$ cat src/rtl/vec_check_pkg.sv
// Shared types for the vector sequencer/checker: FSM state encoding and settle-counter sizing.
package vec_check_pkg;

   typedef enum logic [1:0] {
      IDLE   = 2'd0,
      SETTLE = 2'd1,
      CHECK  = 2'd2,
      DONE   = 2'd3
   } state_t;

   function automatic int cnt_w(input int settle_cycles);
      return $clog2(settle_cycles + 1);
   endfunction

endpackage

$ cat src/rtl/sat_counter.sv
// Saturating up-counter with synchronous clear; clear wins over increment.
// Latency: q updates one edge after clr/inc; no backpressure, holds at all-ones.
module sat_counter #(
   parameter int W = 8
) (
   input  logic         clk,
   input  logic         rst_n,
   input  logic         clr,
   input  logic         inc,
   output logic [W-1:0] q
);

   logic [W-1:0] q_q;
   logic [W-1:0] q_d;

   always_comb begin
      q_d = q_q;
      if (clr) begin
         q_d = '0;
      end else if (inc && (q_q != {W{1'b1}})) begin
         q_d = q_q + 1'b1;
      end
   end

   always_ff @(posedge clk or negedge rst_n) begin
      if (!rst_n) begin
         q_q <= '0;
      end else begin
         q_q <= q_d;
      end
   end

   assign q = q_q;

endmodule

$ cat src/rtl/vec_check_seq.sv
// Sweeps all UUT input vectors, checks each settled output against EXPECTED; each vector costs
// SETTLE_CYCLES+1 cycles. start is ignored while busy. VEC_CHECK_STOP_ON_ERR_EN: halt at first mismatch.
module vec_check_seq
   import vec_check_pkg::*;
#(
   parameter int                  N_IN          = 2,
   parameter logic [2**N_IN-1:0]  EXPECTED      = 4'b0110,
   parameter int                  SETTLE_CYCLES = 4,
   parameter int                  ERR_W         = 8
) (
   input  logic              clk,
   input  logic              rst_n,
   input  logic              start,
   input  logic              dut_y,
   output logic [N_IN-1:0]   vec_out,
   output logic              busy,
   output logic              done,
   output logic              pass,
   output logic [ERR_W-1:0]  err_count,
   output logic [N_IN-1:0]   first_err_vec,
   output logic              first_err_valid
);

   localparam int              CW       = cnt_w(SETTLE_CYCLES);
   localparam logic [CW-1:0]   CNT_LAST = CW'(SETTLE_CYCLES - 1);
   localparam logic [N_IN-1:0] VEC_LAST = {N_IN{1'b1}};

   state_t          state_q, state_d;
   logic [CW-1:0]   cnt_q, cnt_d;
   logic [N_IN-1:0] vec_q, vec_d;
   logic [N_IN-1:0] ferr_q, ferr_d;
   logic            ferr_vld_q, ferr_vld_d;
   logic            err_clr;
   logic            err_inc;
   logic            mism;

   assign mism = dut_y ^ EXPECTED[vec_q];

   always_comb begin
      state_d    = state_q;
      cnt_d      = cnt_q;
      vec_d      = vec_q;
      ferr_d     = ferr_q;
      ferr_vld_d = ferr_vld_q;
      err_clr    = 1'b0;
      err_inc    = 1'b0;
      case (state_q)
         IDLE, DONE: begin
            if (start) begin
               state_d    = SETTLE;
               cnt_d      = '0;
               vec_d      = '0;
               ferr_d     = '0;
               ferr_vld_d = 1'b0;
               err_clr    = 1'b1;
            end
         end
         SETTLE: begin
            cnt_d = cnt_q + 1'b1;
            if (cnt_q == CNT_LAST) begin
               state_d = CHECK;
            end
         end
         CHECK: begin
            if (mism) begin
               err_inc = 1'b1;
               if (!ferr_vld_q) begin
                  ferr_d     = vec_q;
                  ferr_vld_d = 1'b1;
               end
            end
            // Terminal test precedes the increment so vec_out never wraps.
            if (vec_q == VEC_LAST) begin
               state_d = DONE;
            end else begin
               vec_d   = vec_q + 1'b1;
               cnt_d   = '0;
               state_d = SETTLE;
            end
`ifdef VEC_CHECK_STOP_ON_ERR_EN
            if (mism) begin
               vec_d   = vec_q;
               cnt_d   = cnt_q;
               state_d = DONE;
            end
`endif
         end
         default: state_d = IDLE;
      endcase
   end

   always_ff @(posedge clk or negedge rst_n) begin
      if (!rst_n) begin
         state_q    <= IDLE;
         cnt_q      <= '0;
         vec_q      <= '0;
         ferr_q     <= '0;
         ferr_vld_q <= 1'b0;
      end else begin
         state_q    <= state_d;
         cnt_q      <= cnt_d;
         vec_q      <= vec_d;
         ferr_q     <= ferr_d;
         ferr_vld_q <= ferr_vld_d;
      end
   end

   sat_counter #(.W(ERR_W)) u_err_cnt (
      .clk   (clk),
      .rst_n (rst_n),
      .clr   (err_clr),
      .inc   (err_inc),
      .q     (err_count)
   );

   assign vec_out         = vec_q;
   assign busy            = (state_q == SETTLE) || (state_q == CHECK);
   assign done            = (state_q == DONE);
   assign pass            = done && (err_count == '0);
   assign first_err_vec   = ferr_q;
   assign first_err_valid = ferr_vld_q;

endmodule

$ cat config.mk
export PLATFORM = sky130hd
export DESIGN_NAME = vec_check_seq
export DESIGN_NICKNAME = d
export VERILOG_FILES = /design/src/rtl/vec_check_pkg.sv /design/src/rtl/sat_counter.sv /design/src/rtl/vec_check_seq.sv
export SDC_FILE = /design/constraint.sdc
export NUM_CORES = 1
export LEC_CHECK = 0
export ABC_CLOCK_PERIOD_IN_PS = 2000
export BUFFER_PORTS_ARGS = -buffer_cell sky130_fd_sc_hd__buf_2
export CORE_ASPECT_RATIO = 1.25
export CORE_MARGIN = 2
export CORE_UTILIZATION = 50
export DETAILED_ROUTE_END_ITERATION = 12
export PLACE_DENSITY = 0.8
export REMOVE_ABC_BUFFERS = 1
export SLEW_MARGIN = 20
export SYNTH_ARGS = -nofsm -noshare
export SYNTH_HDL_FRONTEND = slang
export SYNTH_SLANG_ARGS = --single-unit
$ cat constraint.sdc
create_clock -name clk -period 2 [get_ports clk]
set_clock_uncertainty 0.1 [all_clocks]
set_input_delay 0.1 -clock clk [delete_from_list [all_inputs] [get_ports clk]]
set_output_delay 0.1 -clock clk [all_outputs]
set_load 0.1 [all_outputs]
* Yosys cells after proc, flatten, opt, wreduce, memory -nomap -nowiden
Cells that the tools add are included.
** Word-level totals
- Input port bits :: 4
- Register bits after elaboration :: 18
** Cells by class
- Equality and inequality tests :: 11
- Reductions and logical operators :: 13
- Add/sub/neg operators :: 3
- Bitwise operators :: 1
- Magnitude comparators :: 1
- Mux-type cells :: 24
** Operators by type and width (count)
- 8-bit 2-to-1 mux :: 2
- 2-bit 2-to-1 mux :: 7
- 2-bit != test, second input constant :: 5
- 3-bit one-hot mux with 3 select lines :: 1
- 8-bit by 1-bit adder with 8-bit output, second input constant :: 1
- 8-bit logical NOT :: 1
- 8-bit != test, second input constant :: 1
- 2-bit one-hot mux with 2 select lines :: 2
- 1-bit 2-to-1 mux :: 7
- 2-bit equality test, second input constant :: 3
- 3-bit 2-to-1 mux :: 2
- 2-bit one-hot mux with 3 select lines :: 1
- 3-bit AND reduction :: 2
- 2-bit AND reduction :: 2
- 4-bit AND reduction :: 1
- 2-bit nonzero test :: 2
- 3-bit by 1-bit adder with 3-bit output, second input constant :: 1
- 3-bit by 2-bit equality test with 1-bit output, second input constant :: 1
- 2-bit by 3-bit < comparator with 1-bit output, second input constant :: 1
- 2-bit by 1-bit adder with 2-bit output, second input constant :: 1
- 1-bit binary-select mux with 2-bit select :: 1
- 2-bit by 1-bit equality test with 1-bit output, second input constant :: 1
- 1-bit logical AND :: 2
- 2-bit logical NOT :: 1
- other kinds (4) :: 4

* Logic depth before layout (Yosys ltp)
Gate-level depths: netlist of the first run.
- Depth after elaboration :: 8
- Mapped depth :: 7
- Depth with buffers taken out :: 6

* Hierarchy
From an unflattened synthesis of the first run, not the netlist that was laid out.
** Second synthesis, totals
- Cells, all modules :: 117
- Area, all modules :: 1151.1 um^2
** Modules (own cells, without submodules)
- vec_check_seq :: cells each 68, instances 1, area an instance 686.9 um^2, seq. area each 250.2 um^2
- sat_counter :: cells each 49, instances 1, area an instance 464.2 um^2, seq. area each 200.2 um^2

* Least setup slack after synthesis of the first run
Ideal clock, no wire load.
- Path kind :: register -> output
- Start point :: register state_q[0]
- End point :: output port pass
- Arrival time :: 2323 ps
- Cell stages (with the launch flop) :: 4
- Setup slack :: -523 ps
- Path through :: dfrtp_1 -> ha_1 -> nor4b_1 -> and4_1
** Between the ends
- Longest elaborated chain between the ends :: 2
** RTL lines
- start: declaration :: line vec_check_seq.sv:28 : state_t state_q, state_d;
- start signal: assignment :: line vec_check_seq.sv:100 : state_q <= state_d;
- 2-bit equality test :: line vec_check_seq.sv:118 : assign done = (state_q == DONE);
- net done :: line vec_check_seq.sv:17 : output logic done,
- 1-bit logical AND :: line vec_check_seq.sv:119 : assign pass = done && (err_count == '0);
- end: declaration :: line vec_check_seq.sv:18 : output logic pass,
The timed path passes the listed nets, and every way through them passes these cells.

* Final worst setup path of the first run
- Start point :: register state_q[1]
- End point :: output port pass
** Between the ends
- Longest elaborated chain between the ends :: 2
** RTL lines (line)
- 2-bit equality test :: vec_check_seq.sv:118
- 1-bit logical AND :: vec_check_seq.sv:119
Every way passes these cells.

==> metrics.csv, run 1 <==
stage,metric,value,unit
worst_setup_path,"CP delay by family, top",simple AND/OR/NAND/NOR gates,
timing,RSZ-0062 raised after global routing,no,
floorplan,Initial Util,53.62,%
placed_design,Buffers on Ports,19,
yosys,yosys warns,0,
worst_setup_path,WP data arrival,1.66,ns
detailed_routing,DR vias,913,
timing,Rel. slew slack,67.53,%
outcome,status,completed,
yosys,most frequent cell after synthesis,dfrtp_1,
worst_setup_path,crit path cell chain,ha_1 > nor4b_1 > and4_1 > buf_4,
worst_setup_path,slowest cell delay on critical path,0.43,ns
yosys,synthesis-stage register bit count,18,
yosys,Syn Area/Cell,9.771,sq um
detailed_routing,Routed Antenna Nets,0,
worst_setup_path,Worst EP required,1.80,ns
detailed_routing,# DRC,0,
floorplan,Die H,55.84,um
floorplan,Row Count,18,
global_routing,largest net degree at the start of global routing,19,
detailed_routing,final wirelength,2.262,mm
global_routing,initial antenna violation count,0,
floorplan,IO Pins,20,
job,max cap viols,0,
pwr,Tot Pwr,0.001241,W
timing,fin crit share,93.04,%
pwr,Switch Pwr,0.0005699,W
timing,crit path time final,1.861,ns
min_path,Hold Path Class,in2reg,
final_layout,"Cell Count, Final, Fillers Out",154,
clock_tree,worst skew pair latency,0.31,ns
pwr,Gate power share,44.7,%
placed_design,dpl ws,0.09574,ns
yosys,sequential-to-total area share from yosys stat,41.91,%
pwr,leakage power,0.6228,nW
clock_tree,CTS tree,done,
pwr,Pwr per Cell Area,995.8,nW/um^2
clock_tree,CTS root buf,clkbuf_4,
global_routing,GRT Total Usage,19.90,%
final_layout,post-route cell area,1246,sq um
placed_design,placed cell areas,1189,sq um
pwr,clock share of power,18.8,%
clock_tree,clock slew at reported path FFs,0.11,ns
timing,max-slew violation count,0,
final_layout,layout net count,149,
worst_setup_path,Startpoint Class,flop,
global_routing,global-route wire length before repair,3.795,mm
worst_setup_path,Worst Path Buf+Inv,1,
placed_design,RePlAce Congestion,0.8740,
placed_design,Placed Instances,149,
yosys,Synth top cells by count,"18 x dfrtp_1, 16 x nand2_1, 10 x ha_1, 10 x inv_1, 8 x o21ai_0",
yosys,Post-synth EDFFs,0,
yosys,share of the synthesized area in the top cell type,41.91,%
global_routing,vias in the first global route,867,
timing,Max Fclk,537.4,MHz
yosys,Synth area leaders,"dfrtp_1 42%, ha_1 12%, nand2_1 5.6%",
timing,final setup violation count,0,
detailed_routing,Routed WL per cell,14.69,um
yosys,synthesized area,1075,sq um
pwr,sequential share of power,36.4,%
timing,"Hold Vio Cnt, Final",0,
yosys,Synth Flop Type,dfrtp_1,
clock_tree,Post-CTS Setup Inserts,0,
pwr,Switching Fraction,45.92,%
worst_setup_path,Crit Path Category,reg2out,
floorplan,core area,2004,sq um
worst_setup_path,Slowest cell on crit path,dfrtp_1,
clock_tree,clock sink total,18,
yosys,Synth cell types,33,
worst_setup_path,Setup crit end kind,output pin,
final_layout,area delta synth->final,15.95,%
detailed_routing,vias per cell,5.929,
clock_tree,H-tree Lvls,1,
placed_design,DP Wirelength,1.719,mm
timing,Final WS setup,0.1393,ns
global_routing,total global routing overflow,0,
clock_tree,clk buf depth,2,
yosys,post-synthesis async set-or-reset flop share,100.0,%
floorplan,die area,2539,sq um
timing,WHS,0.08232,ns
final_layout,share of layout cells above drive strength 1,23.88,%
yosys,top cell type by total area after synthesis,dfrtp_1,
detailed_routing,drt first pass iters,4,
detailed_routing,DR iter-0 viols,18,
worst_setup_path,crit-path max FO,5,
pwr,Internal,0.0006711,W
floorplan,Chip Width,45.47,um
clock_tree,CTS Buf Count,3,
pwr,maximum vdd drop,906.9,uV
yosys,Syn Inst Count,110,
timing,worst slew pin tran,0.4904,ns
final_layout,Antenna Cells,0,
## power groups by stage
stage          combinational, W  sequential, W  clock, W
2_1_floorplan          0.000394       0.000506         0
3_3_place_gp           0.000536       0.000452         0
3_5_place_dp           0.000551       0.000458         0
4_1_cts                0.000555       0.000451  0.000239
5_1_grt                0.000621       0.000459  0.000253
6_report               0.000555       0.000452  0.000234
## worst register-to-register path, delay by kind of cell (launching register included)
family                   cells  cell delay [ns]
AO/OA/AOI/OAI                2             0.31
adder cells (fa/ha/maj)      1             0.37
buffers and inverters        1             0.07
flip-flops                   1             0.41
multiplexers                 1             0.34
AND/OR/NAND/NOR              1             0.15
## final cells by class
cell class	count	area, sq um
Multi-Input combinational cell	81	580.6
Fill cell	170	758.2
Inverter	10	37.54
Sequential cell	18	451.7
Tap cell	20	25.02
Timing Repair Buffer	21	115.1
Clock buffer	4	36.28
## worst paths after layout
kind	startpoint	to	slack (ns)	cells after the start
hold / removal	start	u_err_cnt.q[4]	0.08	3
hold reg to reg	cnt_q[2]	cnt_q[2]	0.39	2
min in group asynchronous	rst_n	u_err_cnt.q[5]	0.14	2
max in group asynchronous	rst_n	state_q[0]	1.33	2
setup / recovery	state_q[1]	pass	0.14	4
setup reg to reg	state_q[0]	first_err_valid	0.15	6
## routing by layer
| metal | share of wire (%) | global-route usage (%) |
|---|---|---|
| met3 | 4.1 | 1.948 |
| met5 | 0 | 0 |
| met2 | 49 | 31.39 |
| met4 | 4.1 | 11.76 |
| met1 | 43 | 25.15 |
## what timing repair did
action,CTS,global route
endpoints found under the setup margin,1,5
endpoints found under the hold margin,18,0
hold buffers,1,0
resized for setup,1,2
## flip-flops by register name, summed over array words and instances (netlist names)
name,count
u_err_cnt.q,8
first_err_vec,2
cnt_q,3
vec_out,2
first_err_valid,1
state_q,2
## layout by cell type (no fill, tap or decap), types with 2 or more instances in the layout
cell,count
a311oi_1,2
nand3_1,3
a21o_1,2
nor2_1,4
and2_1,2
o21ai_0,8
mux2i_1,2
ha_1,10
a21oi_1,2
clkbuf_4,3
nand2_1,16
nand4_1,3
nand2b_1,2
dfrtp_1,17
inv_1,10
and3_4,2
nor3_1,3
buf_2,18
a31oi_1,4
buf_4,2
o211ai_1,2
## cell families after synthesis
logic type,count (synthesis),share of synthesized area (%)
xor+xnor,3,3.144
buf+inv,11,4.773
fa+ha+maj,10,11.64
flops,18,41.91
mux,3,2.910
compound gates,25,15.72
simple gates,40,19.91
## per-stage QoR
step | setup TNS [ns] | utilization [%]
6_report | 0 | 62.17
5_1_grt | 0 | 62.17
4_1_cts | 0 | 61.74
3_5_place_dp | 0 | 59.30
3_3_place_gp | 0 | 59.30
2_1_floorplan | -3.242 | -
Note: power is estimated with default switching activity, not from simulation.
==> run 2, diff against run 1 <==
--- a/config.mk
+++ b/config.mk
@@ -9,11 +9,12 @@
 export BUFFER_PORTS_ARGS = -buffer_cell sky130_fd_sc_hd__buf_2
 export CORE_ASPECT_RATIO = 1.25
 export CORE_MARGIN = 2
-export CORE_UTILIZATION = 50
+export CORE_UTILIZATION = 40
 export DETAILED_ROUTE_END_ITERATION = 12
-export PLACE_DENSITY = 0.8
+export PLACE_DENSITY = 0.67
 export REMOVE_ABC_BUFFERS = 1
 export SLEW_MARGIN = 20
 export SYNTH_ARGS = -nofsm -noshare
 export SYNTH_HDL_FRONTEND = slang
+export SYNTH_HIERARCHICAL = 1
 export SYNTH_SLANG_ARGS = --single-unit
==> run 2 against run 1 <==
  * Non-clock buffer count grew 6
  * Combinational power is 89% higher
  * Hold slack gained 0.067 ns
  * Sequential power rose by 12%
  * Routed wire length is 6.9% higher
==> metrics.csv, run 2 <==
stage,metric,value,unit
final_layout,register area,450.4,sq um
worst_setup_path,WP data arrival,2.04,ns
global_routing,initial antenna violation count,0,
clock_tree,worst skew pair latency,0.29,ns
job,max cap viols,0,
timing,final setup violation count,0,
pwr,Pwr per Cell Area,1253,nW/um^2
worst_setup_path,"CP delay by family, top",simple AND/OR/NAND/NOR gates,
yosys,largest family of logic cells by synthesized area,simple AND/OR/NAND/NOR gates,
worst_setup_path,Critical R2R Capture,u_err_cnt/q[7],
timing,worst slew pin tran,0.4864,ns
clock_tree,CTS Buf Count,3,
detailed_routing,# DRC,0,
pwr,maximum vdd drop,806.7,uV
global_routing,GRT Total Usage,16.42,%
final_layout,filler instances,265,
yosys,Syn Inst Count,117,
yosys,share of the synthesized area in the top cell type,39.13,%
yosys,synthesized area,1151,sq um
detailed_routing,Routed WL per cell,13.43,um
clock_tree,CTS root buf,clkbuf_4,
clock_tree,clk buf depth,2,
pwr,leakage power,0.6888,nW
floorplan,IO Pins,20,
final_layout,layout net count,160,
global_routing,global-route wire length before repair,4.133,mm
floorplan,core area,2706,sq um
clock_tree,clock slew at reported path FFs,0.10,ns
detailed_routing,final wirelength,2.417,mm
yosys,Syn Area/Cell,9.838,sq um
yosys,Synth top cells by count,"18 x dfrtp_1, 9 x ha_1, 9 x inv_1, 9 x nand2_1, 7 x mux2i_1",
min_path,Hold Path Class,in2reg,
worst_setup_path,Crit Path Category,reg2reg,
yosys,yosys warns,6,
worst_setup_path,Worst Path Buf+Inv,0,
timing,Max Fclk,517.0,MHz
floorplan,Chip Width,51.98,um
pwr,Tot Pwr,0.001777,W
detailed_routing,DR iter-0 viols,14,
final_layout,max FFs per register,8,
yosys,top cell type by total area after synthesis,dfrtp_1,
placed_design,DP Wirelength,1.833,mm
clock_tree,clock sink total,18,
yosys,synthesis-stage register bit count,18,
placed_design,Buffers on Ports,19,
timing,Rel. slew slack,67.79,%
final_layout,"commonest cells after routing, fill and taps aside","18 x dfrtp_1, 17 x buf_2, 9 x inv_1, 9 x nand2_1, 9 x buf_4",
detailed_routing,vias per cell,5.494,
worst_setup_path,crit-path max FO,4,
global_routing,vias in the first global route,955,
worst_setup_path,Slowest cell on crit path,dfrtp_1,
placed_design,dpl ws,0.01895,ns
min_path,hold-critical path depth,4,
detailed_routing,Routed Antenna Nets,0,
yosys,sequential-to-total area share from yosys stat,39.13,%
worst_setup_path,Startpoint Class,flop,
floorplan,Initial Util,42.53,%
yosys,Synth Area in Adders,9.783,%
floorplan,Die H,63.98,um
detailed_routing,DR vias,989,
final_layout,share of layout cells above drive strength 1,29.45,%
floorplan,die area,3325,sq um
timing,crit path time final,1.934,ns
outcome,status,completed,
placed_design,RePlAce Congestion,0.7755,
timing,fin crit share,96.71,%
worst_setup_path,Worst EP required,2.11,ns
yosys,most frequent cell after synthesis,dfrtp_1,
timing,Final WS setup,0.06572,ns
detailed_routing,drt first pass iters,6,
worst_setup_path,Setup crit end kind,flop,
final_layout,area delta synth->final,23.15,%
yosys,mux cell area share after synthesis,9.022,%
yosys,post-synthesis compound-gate area fraction,14.35,%
timing,"Hold Vio Cnt, Final",0,
final_layout,area of the multi-input gates,691.9,sq um
worst_setup_path,FF-to-FF Start,vec_out[1],
worst_setup_path,FF-to-FF setup slack,0.07,ns
yosys,Synth cell types,42,
yosys,Post-Synth XOR/XNOR Area,1.522,%
yosys,Synth area leaders,"dfrtp_1 39%, ha_1 9.8%, mux2i_1 6.1%",
global_routing,largest net degree at the start of global routing,19,
min_path,Worst Hold Endpoint,first_err_valid,
final_layout,Finished Core Util,52.38,%
min_path,hold path startpoint,dut_y,
timing,max-slew violation count,0,
final_layout,Antenna Cells,0,
yosys,Post-synth EDFFs,0,
yosys,simple-gate portion of the synthesized area,22.50,%
final_layout,"most common cell after layout, fill and taps aside",dfrtp_1,
worst_setup_path,crit path cell chain,ha_4 > xor2_2 > and2_4 > nand3_1 > or3_1 > a211oi_2,
floorplan,Row Count,21,
clock_tree,H-tree Lvls,1,
worst_setup_path,r2r worst-path depth,6,
clock_tree,CTS tree,done,
worst_setup_path,slowest cell delay on critical path,0.43,ns
yosys,Synth Flop Type,dfrtp_1,
global_routing,total global routing overflow,0,
yosys,post-synthesis async set-or-reset flop share,100.0,%
-- run 2: cell families after synthesis --
logic type / after synthesis
and+or+nand+nor: 45
AOI/OAI and AO/OA: 22
DFF: 18
buffers and inverters: 11
muxes: 10
adders and majority gates: 9
xor gates and xnor gates: 2
-- run 2: worst max-delay path by stage --
stage	startpoint	endpoint	slack [ns]	depth (start not counted)
floorplan	state_q[1]	pass	-2.39	3
global placement	vec_out[0]	u_err_cnt/q[7]	0.1	6
detailed placement	vec_out[0]	u_err_cnt/q[7]	0.02	6
CTS	vec_out[0]	u_err_cnt/q[7]	0.02	6
global route	vec_out[0]	u_err_cnt/q[7]	-0.008	6
finish	vec_out[1]	u_err_cnt/q[7]	0.07	6
-- run 2: worst register-to-register path: cells and delay by family, from the launching register on --
family,cells,cell delay (ns)
xor+xnor,1,0.16
simple gates,3,0.64
compound gates,1,0.23
flops,1,0.43
fa+ha+maj,1,0.30
-- run 2: what timing repair did --
action / in CTS / in global routing
hold endpoints to repair: 18 / 0
hold buffers: 1 / 0
setup endpoints to repair: 3 / 3
setup buffers: 0 / 0
resized for setup: 3 / 4
-- run 2: cell type report --
| cell class | count | area share (%) |
|---|---|---|
| Multi-Input combinational cell | 88 | 48.81 |
| Timing Repair Buffer | 27 | 11.47 |
| Sequential cell | 18 | 31.77 |
| Clock buffer | 4 | 2.560 |
| Tap cell | 34 | 3.001 |
| Inverter | 9 | 2.383 |
-- run 2: where the power goes --
part	switching [W]	leakage (nW)	internal (W)
Clock	0.000108	0.0210	0.000111
Sequential	0.0000726	0.246	0.000433
Combinational	0.000715	0.422	0.000336
Total	0.000896	0.689	0.000881
-- run 2: stage by stage --
stage	TNS [ns]	cells	instance area, sq um	hold WS, ns
after floorplan	-6.999	115	1142	-0.2956
after CTS	0	180	1386	0.1010
final	0	180	1418	0.1496
after global placement	0	175	1333	-0.03975
after global routing	-0.007672	180	1418	0.1419
after detailed placement	0	175	1333	-0.04377
-- run 2: layer usage --
metal / up-vias / share of wire [%] / track usage (%)
li1: 479 / - / -
met1: 477 / 43 / 21.01
met2: 28 / 49 / 26.42
met3: 5 / 5.5 / 3.271
met4: 0 / 1.6 / 6.908
met5: - / 0 / 0
==> run 3, diff against run 2 <==
--- a/config.mk
+++ b/config.mk
@@ -13,6 +13,7 @@
 export DETAILED_ROUTE_END_ITERATION = 12
 export PLACE_DENSITY = 0.67
 export REMOVE_ABC_BUFFERS = 1
+export SETUP_SLACK_MARGIN = 0.3
 export SLEW_MARGIN = 20
 export SYNTH_ARGS = -nofsm -noshare
 export SYNTH_HDL_FRONTEND = slang
==> run 3 against run 2 <==
  * First-iteration DRC count grew 50%
  * Via count grew 4.1%
  * Hold slack gained 0.0024 ns
  * Fmax grew 2.5%
  * Cell area grew 14%
  * Cell count grew 3.9%
  * Largest cell class unchanged
  * Largest power group unchanged
==> metrics.csv, run 3 (same netlist as run 2, synthesis figures left out) <==
stage,metric,value,unit
final_layout,Antenna Cells,0,
final_layout,max FFs per register,8,
outcome,status,completed,
clock_tree,CTS root buf,clkbuf_4,
worst_setup_path,FF-to-FF Start,vec_out[0],
final_layout,"Cell Count, Final, Fillers Out",187,
worst_setup_path,Worst Path Buf+Inv,0,
timing,max-slew violation count,0,
global_routing,GRT Total Usage,17.86,%
timing,RSZ-0062 raised after global routing,yes,
worst_setup_path,WP depth,6,
final_layout,filler instances,238,
worst_setup_path,FF-to-FF setup slack,0.11,ns
timing,"Hold Vio Cnt, Final",0,
pwr,maximum vdd drop,874.6,uV
pwr,Internal,0.001020,W
clock_tree,CTS Buf Count,3,
floorplan,Initial Util,42.53,%
pwr,clock share of power,11.2,%
pwr,Gate power share,63.1,%
timing,fin crit share,94.31,%
job,max cap viols,0,
final_layout,share of layout cells above drive strength 1,45.10,%
timing,WHS,0.1520,ns
worst_setup_path,Crit Path Category,reg2reg,
worst_setup_path,WP data arrival,1.99,ns
global_routing,largest net degree at the start of global routing,19,
worst_setup_path,Critical path origin,vec_out[0],
timing,crit path time final,1.886,ns
final_layout,"commonest cells after routing, fill and taps aside","17 x buf_2, 15 x dfrtp_1, 14 x buf_4",
placed_design,Buffers on Ports,19,
worst_setup_path,"CP delay by family, top",simple AND/OR/NAND/NOR gates,
detailed_routing,vias per cell,5.508,
final_layout,"most common cell after layout, fill and taps aside",buf_2,
detailed_routing,DR vias,1030,
detailed_routing,drt first pass iters,4,
global_routing,initial antenna violation count,0,
clock_tree,clock sink total,18,
clock_tree,worst skew pair latency,0.30,ns
floorplan,IO Pins,20,
global_routing,vias in the first global route,990,
worst_setup_path,Critical R2R Capture,u_err_cnt/q[7],
worst_setup_path,crit path cell chain,ha_4 > xor2_2 > and2_4 > nand3_4 > or3_4 > a211oi_2,
floorplan,Row Count,21,
clock_tree,H-tree Lvls,1,
final_layout,layout net count,167,
timing,final setup violation count,0,
clock_tree,CTS tree,done,
worst_setup_path,Worst EP required,2.11,ns
clock_tree,clock slew at reported path FFs,0.10,ns
placed_design,DP Wirelength,1.833,mm
floorplan,Die H,63.98,um
worst_setup_path,Startpoint Class,flop,
min_path,Hold Path Class,in2async,
worst_setup_path,slowest cell delay on critical path,0.43,ns
floorplan,core area,2706,sq um
detailed_routing,# DRC,0,
placed_design,RePlAce Congestion,0.7755,
detailed_routing,DR iter-0 viols,21,
detailed_routing,final wirelength,2.743,mm
pwr,Pwr per Cell Area,1230,nW/um^2
worst_setup_path,end of the critical path,u_err_cnt/q[7],
pwr,leakage power,0.7350,nW
timing,Rel. slew slack,67.79,%
detailed_routing,Routed WL per cell,14.67,um
pwr,Switching Fraction,48.59,%
floorplan,die area,3325,sq um
clock_tree,clk buf depth,2,
final_layout,area delta synth->final,40.11,%
worst_setup_path,r2r worst-path depth,6,
placed_design,Placed Instances,175,
worst_setup_path,Setup crit end kind,flop,
detailed_routing,Routed Antenna Nets,0,
worst_setup_path,crit-path max FO,4,
global_routing,global-route wire length before repair,4.443,mm
pwr,Switch Pwr,0.0009638,W
global_routing,total global routing overflow,0,
floorplan,Chip Width,51.98,um
pwr,sequential share of power,25.7,%
timing,Max Fclk,530.2,MHz
worst_setup_path,Slowest cell on crit path,dfrtp_1,
timing,worst slew pin tran,0.4865,ns
## run 3: layer usage
layer	vias up	part of all wire (%)	GRT usage, %
met5	-	0	0
met4	0	1.4	6.908
met3	5	5.1	3.505
met2	28	53	29.75
met1	499	40	22.21
li1	498	-	-
## run 3: stage by stage
step                utilization (%)  instance area, sq um  TNS (ns)  power, W  worst slack [ns]
floorplan                         -                  1142    -6.999  0.001308            -2.388
global placement              49.24                  1333         0  0.001503           0.09773
detailed placement            49.24                  1333         0  0.001527           0.01895
CTS                           54.92                  1486         0  0.001863           0.07228
global route                  59.59                  1613         0  0.002131           0.06739
finish                        59.59                  1613         0  0.001983            0.1138
## run 3: how the worst min path moves through the flow
stage / from / endpoint / cells past startpoint
finish: rst_n / u_err_cnt/q[4] / 2
global route: dut_y / first_err_valid / 4
CTS: dut_y / first_err_valid / 4
detailed placement: rst_n / u_err_cnt/q[4] / 1
global placement: rst_n / u_err_cnt/q[4] / 1
floorplan: rst_n / cnt_q[0] / 0
## run 3: power groups by stage
stage | combinational (W) | sequential (W) | clock [W]
after floorplan | 0.000613 | 0.000694 | 0
after global placement | 0.00100 | 0.000501 | 0
after detailed placement | 0.00102 | 0.000510 | 0
after CTS | 0.00113 | 0.000502 | 0.000230
after global routing | 0.00136 | 0.000521 | 0.000247
final | 0.00125 | 0.000510 | 0.000222
## run 3: area by class of cell
class / instances / area, sq um / area share, %
multi-input combinational: 88 / 814.5 / 50.50
sequential: 18 / 454.2 / 28.16
timing repair buffer: 34 / 231.5 / 14.35
tap: 34 / 42.54 / 2.638
clock buffer: 4 / 36.28 / 2.250
inverter: 9 / 33.78 / 2.095
## run 3: what timing repair did
item | in CTS | in global routing
pin swaps | 8 | 7
hold endpoints to repair | 18 | 0
resized for setup | 21 | 18
cloned | 0 | 0
endpoints found under the setup margin | 13 | 19
hold buffers | 1 | 0
setup buffers | 3 | 4
